[src/rtl/regfile.sv]
// 8 x 16-bit register file: one synchronous write port, one combinational read port.
// Optional REGFILE_WRITE_BYPASS_EN forwards data_in to data_out when writing the register being read.
module regfile #(
    parameter int DATA_WIDTH = 16,
    parameter int ADDR_WIDTH = 3
) (
    input  logic                  clk,
    input  logic                  reset_n,
    input  logic [DATA_WIDTH-1:0] data_in,
    input  logic [ADDR_WIDTH-1:0] writenum,
    input  logic                  write,
    input  logic [ADDR_WIDTH-1:0] readnum,
    output logic [DATA_WIDTH-1:0] data_out
);

    localparam int NUM_REGS = 2 ** ADDR_WIDTH;

    logic [DATA_WIDTH-1:0] regs_r [NUM_REGS];
    logic [NUM_REGS-1:0]   write_sel_s;
    logic [DATA_WIDTH-1:0] read_data_s;

    // One-hot decode of the write index, gated by the write enable.
    always_comb begin
        write_sel_s = {NUM_REGS{1'b0}};
        if (write) begin
            write_sel_s = NUM_REGS'(1) << writenum;
        end else begin
            write_sel_s = {NUM_REGS{1'b0}};
        end
    end

    // Register storage; reset wins over a same-cycle write.
    always_ff @(posedge clk) begin
        for (int i = 0; i < NUM_REGS; i++) begin
            if (!reset_n) begin
                regs_r[i] <= {DATA_WIDTH{1'b0}};
            end else if (write_sel_s[i]) begin
                regs_r[i] <= data_in;
            end else begin
                regs_r[i] <= regs_r[i];
            end
        end
    end

`ifdef REGFILE_WRITE_BYPASS_EN
    // Read mux with write-through forwarding of the value about to be written.
    always_comb begin
        read_data_s = regs_r[readnum];
        if (write && reset_n && (writenum == readnum)) begin
            read_data_s = data_in;
        end else begin
            read_data_s = regs_r[readnum];
        end
    end
`else
    // Read mux: stored contents only, new values appear after the writing edge.
    always_comb begin
        read_data_s = regs_r[readnum];
    end
`endif

    assign data_out = read_data_s;

endmodule

[config.mk]
export PLATFORM = sky130hd
export DESIGN_NAME = regfile
export DESIGN_NICKNAME = d
export VERILOG_FILES = /design/src/rtl/regfile.sv
export SDC_FILE = /design/constraint.sdc
export NUM_CORES = 1
export LEC_CHECK = 0
export CAP_MARGIN = 20
export CORE_UTILIZATION = 43
export DETAILED_ROUTE_END_ITERATION = 10
export GPL_TIMING_DRIVEN = 0
export HOLD_SLACK_MARGIN = 0.08
export SETUP_SLACK_MARGIN = 0.4
export SKIP_CTS_REPAIR_TIMING = 1
export SLEW_MARGIN = 20
export SYNTH_ARGS = -nofsm -noshare
export SYNTH_HDL_FRONTEND = slang
export SYNTH_SLANG_ARGS = --single-unit
[constraint.sdc]
create_clock -name clk -period 7.1 [get_ports clk]
set_input_delay 1.065 -clock clk [delete_from_list [all_inputs] [get_ports clk]]
set_output_delay 1.065 -clock clk [all_outputs]
set_load 0.01 [all_outputs]
==> impl_metrics.toml, run 1 <==
[run_status]
outcome = "finished, final reports clean"

[cells_and_area]
final_util = 0.537
top_register = "regs_r"
final_cells = 627
nets = 463
antenna_cells = 0
drive_above_1_share = 0.153
top_regs = "regs_r (128)"
area_growth_pct = 22.0
largest_reg_flops = 128

[clocking]
clk_pin_slew_ns = 0.06
clockBufferDepth = 2
clock-root-buffer = "clkbuf_16"
h-tree-depth = 4
cts_buffers = 17
clkSinkCount = 128
tritoncts = "yes"

[critical_path]
end_kind = "primary output"
criticalPathCategory = "input pin to primary output"
cp-start-kind = "input pin"
path_delay_family = "buffers and inverters"
critPathBufInv = 3
slowest_stage = "clkdlybuf4s50_1"
crit_path_frequent_cell = "clkdlybuf4s50_1"
worstPathMaxFanout = 10
worstPathArrival_ns = 3.54
cp_cell_sequence = "clkdlybuf4s50_1 -> buf_1 -> mux4_1 -> mux2_2 -> clkdlybuf4s50_1"
worst_path_largest_cell_delay_ns = 0.61
cp.required_ns = 6.03

[route]
wl_per_cell_um = 23.7
wl_mm = 14.9
drt_pass1_iterations = 4
num_vias = 3641
final_antenna_net_count = 0
drt_iter0_markers = 295
vias_per_cell = 5.81
drc = 0

[sta]
setup-tns-final_ns = 0
fin_ws_ns = 2.49
final_hold_viol_count = 0
min_period_over_period = 0.649
worst_pin_slew_ns = 0.729
max_freq_mhz = 217
fin_crit_ns = 4.61
finalSetupViolations = 0
slew_violations = 0
rsz0062_at_grt = "false"
slew_headroom = 0.514

[floorplan]
rows = 42
io_pins = 41
core_sq_um = 13200
fp.dieH_um = 118
die_x_um = 118
dieArea_sq_um = 14000
initial_core_util = 0.440

[placed_design]
pre_cts_ws_ns = 2.51
place_inst = 595
gp_congestion = 0.763
dp_hpwl_mm = 10.1
io_buffer_count = 37

[power_and_ir_drop]
p_leak_nw = 2.28
total_power_mw = 1.91
irDropWorstVdd_mv = 0.165
p_per_area_nw_per_um2 = 270

[min_path]
hp-class = "input pin to flop"

[synth]
synth_cell_type_count = 16
syn_avg_cell_area_sq_um = 15.5
netlist_instances = 374
ys_seq_area_frac = 0.662
yosysWarningCount = 0
synthesis.nets = 399
ys_ff_latch = 128
synth_area_sq_um = 5810

[grt]
antenna_found_initial = 0
grt_pass1_wl_mm = 22.5
gr-total-overflow = 0
grt_max_degree = 17
grt_pass1_vias = 3761
grtUsageTotal = 0.226

[run]
max_cap_viol_count = 0
logic make-up (layout without fill, tap and decap cells):
kind of cell | Yosys count | after routing | synth area share
buf+inv | 54 | 131 | 0.0403
compound gates | 8 | 8 | 0.00689
simple gates | 136 | 136 | 0.118
mux | 48 | 48 | 0.173
flops | 128 | 128 | 0.662
routing by layer:
layer / share of wire / global-route usage / vias up
met5: 0 / 0 / -
met4: 0.017 / 0.0657 / 0
met3: 0.056 / 0.0550 / 18
met2: 0.50 / 0.363 / 122
met1: 0.43 / 0.305 / 1853
li1: - / - / 1648
power by group:
| group | switching, mW | internal [mW] | leakage (nW) | total (mW) |
|---|---|---|---|---|
| combinational | 0.113 | 0.0905 | 0.781 | 0.203 |
| clock | 0.313 | 0.505 | 0.266 | 0.818 |
| sequential | 0.0108 | 0.882 | 1.24 | 0.893 |
final timing paths:
| check | startpoint | end | depth (start not counted) |
|---|---|---|---|
| setup / recovery | readnum[2] | data_out[2] | 5 |
| hold / removal | reset_n | regs_r[3][15] | 2 |
area by class of cell:
class,count,area [sq um]
well taps,176,220
fillers,1085,6100
flip-flops and latches,128,3840
clock inverters,15,126
inverters,16,60.1
plain buffers,38,174
clock buffers,17,425
repair buffers,45,475
multi-input cells,192,1760
per-stage QoR:
stage | hold slack [ns] | instance area, sq um
floorplan | 1.40 | 5810
global placement | 1.86 | 6400
detailed placement | 1.75 | 6540
CTS | 1.31 | 7090
global route | 1.35 | 7090
finish | 1.33 | 7090
layout by cell type, fill, tap and decap left out:
cell and n:
buf_1 6, buf_6 8, buf_8 4, bufinv_16 2, clkbuf_1 27, clkbuf_16 17
clkbuf_2 1, clkdlybuf4s50_1 37, clkinv_1 21, clkinv_2 5, clkinvlp_4 3, edfxtp_1 128
mux2_2 16, mux4_1 28, mux4_2 4, nand2_1 2, nand2b_1 3, nand3_1 1
nand3b_1 1, nor3_1 128, o21ai_2 8, or2_2 1
cell usage after synthesis:
cell type | instances | area [sq um]
buf_1 | 6 | 22.5
o21ai_0 | 8 | 40.0
clkinv_1 | 16 | 60.1
buf_6 | 4 | 45.0
clkbuf_1 | 27 | 101
nand2_1 | 2 | 7.51
clkbuf_2 | 1 | 5.00
edfxtp_1 | 128 | 3840
mux2_2 | 16 | 180
nand2b_1 | 3 | 18.8
nand3b_1 | 1 | 7.51
mux4_1 | 28 | 736
or2_2 | 1 | 6.26
nor3_1 | 128 | 641
nand3_1 | 1 | 5.00
mux4_2 | 4 | 90.1
(Power assumes the default switching activity.)
==> run 2, diff against run 1 <==
==> constraint.sdc (replaced) <==
create_clock -name clk -period 4.73 [get_ports clk]
set_input_delay 0.7095 -clock clk [delete_from_list [all_inputs] [get_ports clk]]
set_output_delay 0.7095 -clock clk [all_outputs]
set_load 0.01 [all_outputs]
==> results of run 2 <==
Same layout as run 1 (identical final DEF). Status: finished, final reports clean.
Main changes from that run: setup slack after placement 2.51 ns -> 0.854 ns; setup slack after layout 2.49 ns -> 0.832 ns; hold slack 1.33 ns -> 0.978 ns; total power 1.91 mW -> 2.87 mW; worst IR drop on VDD 0.165 mV -> 0.247 mV
==> run 3, diff against run 2 <==
==> constraint.sdc (replaced) <==
create_clock -name clk -period 3.4 [get_ports clk]
set_input_delay 0.51 -clock clk [delete_from_list [all_inputs] [get_ports clk]]
set_output_delay 0.51 -clock clk [all_outputs]
set_load 0.01 [all_outputs]
==> run 3 against run 2 <==
  * Sequential power rose by 39%
  * First-iteration DRC count rose by 16%
  * Critical path depth stayed put
  * Largest power group unchanged
  * Highest routed layer unchanged
==> impl_metrics.toml, run 3 (synthesized netlist as in run 1, its figures left out) <==
[run_status]
outcome = "finished, final reports clean"

[placed_design]
gp_congestion = 0.763
io_buffer_count = 37
pre_cts_ws_ns = -0.0773
dp_hpwl_mm = 10.1

[power_and_ir_drop]
p_int_mw = 3.09
p_leak_nw = 2.31
p_clk_frac = 0.427
pwr-share-seq = 0.467
irDropWorstVdd_mv = 0.341
p_switching_mw = 0.909
switching_share = 0.227
p_per_area_nw_per_um2 = 562
comb_power_share = 0.106

[sta]
worst_pin_slew_ns = 0.691
rsz0062_at_grt = "false"
max_freq_mhz = 362
holdWs_ns = 0.777
fin_crit_ns = 2.76
final_hold_viol_count = 0
slew_headroom = 0.539
setup-tns-final_ns = 0
fin_ws_ns = 0.641
finalSetupViolations = 0
slew_violations = 0
min_period_over_period = 0.811

[route]
drt_iter0_markers = 343
wl_per_cell_um = 23.7
wl_mm = 14.8
drc = 0
vias_per_cell = 5.81
num_vias = 3646
final_antenna_net_count = 0
drt_pass1_iterations = 5

[clocking]
clockBufferDepth = 2
clkSinkCount = 128
cts_buffers = 17
tritoncts = "yes"
clk_pin_slew_ns = 0.05
h-tree-depth = 4
clock-root-buffer = "clkbuf_16"

[floorplan]
die_x_um = 118
io_pins = 41
core_sq_um = 13200
rows = 42
fp.dieH_um = 118
initial_core_util = 0.440
dieArea_sq_um = 14000

[cells_and_area]
top_register = "regs_r"
final_cell_mix = "128 x nor3_1, 128 x edfxtp_1, 36 x clkdlybuf4s50_1, 28 x mux4_1, 27 x clkbuf_1"
largest_reg_flops = 128
antenna_cells = 0
top_regs = "regs_r (128)"
area_growth_pct = 22.3
drive_above_1_share = 0.160
nets = 463

[run]
max_cap_viol_count = 0

[grt]
grt_pass1_vias = 3761
antenna_found_initial = 0
grt_pass1_wl_mm = 22.5
gr-total-overflow = 0
grt_max_degree = 17
grtUsageTotal = 0.226

[critical_path]
cp-start-kind = "input pin"
criticalPathCategory = "input pin to primary output"
end_kind = "primary output"
worstPathArrival_ns = 2.25
worstPathMaxFanout = 10
cp.required_ns = 2.89

[min_path]
hp-class = "input pin to flop"
run 3: changes by cell type in the layout (fill, tap and decap cells not counted), sizes merged:
cell	previous run	this run
clkdlybuf4s50	37	36
dlymetal6s2s	0	1
run 3: worst max-delay path, stage by stage:
cell and delay [ns]:
buf_6 0.11, buf_6 0.19, mux4_1 0.63, mux2_2 0.32
clkdlybuf4s50_1 0.48
run 3: area by class of cell:
cell class              instances  area (sq um)
plain buffers                  38           189
multi-input cells             192          1760
flip-flops and latches        128          3840
clock inverters                15           126
repair buffers                 45           478
clock buffers                  17           425
well taps                     176           220
inverters                      16          60.1
fillers                      1082          6090
run 3: power by group through the flow:
stage                     logic [mW]  clock network [mW]  registers, mW
after floorplan                0.224                   0           1.89
final                          0.424                1.71           1.86
after detailed placement       0.425                   0           1.90
after global routing           0.450                1.78           1.87
after CTS                      0.427                1.71           1.87
after global placement         0.400                   0           1.90
run 3: final timing paths:
| kind | start | cells past startpoint | slack [ns] | end |
|---|---|---|---|---|
| max | readnum[0] | 5 | 0.64 | data_out[2] |
| min | reset_n | 2 | 0.78 | regs_r[3][15] |
run 3: routing by layer:
metal | global-route usage | part of all wire | up-vias
met3 | 0.0550 | 0.062 | 18
met4 | 0.0657 | 0.017 | 0
met1 | 0.305 | 0.42 | 1834
li1 | - | - | 1643
met2 | 0.363 | 0.50 | 151
met5 | 0 | 0 | -
run 3: per-stage QoR:
stage	instance area, sq um	instances	utilization	power, mW
detailed placement	6540	595	0.495	2.32
finish	7100	627	0.539	4.00
global placement	6400	587	0.485	2.30
global route	7100	627	0.539	4.10
floorplan	5810	374	-	2.11
CTS	7090	627	0.537	4.01
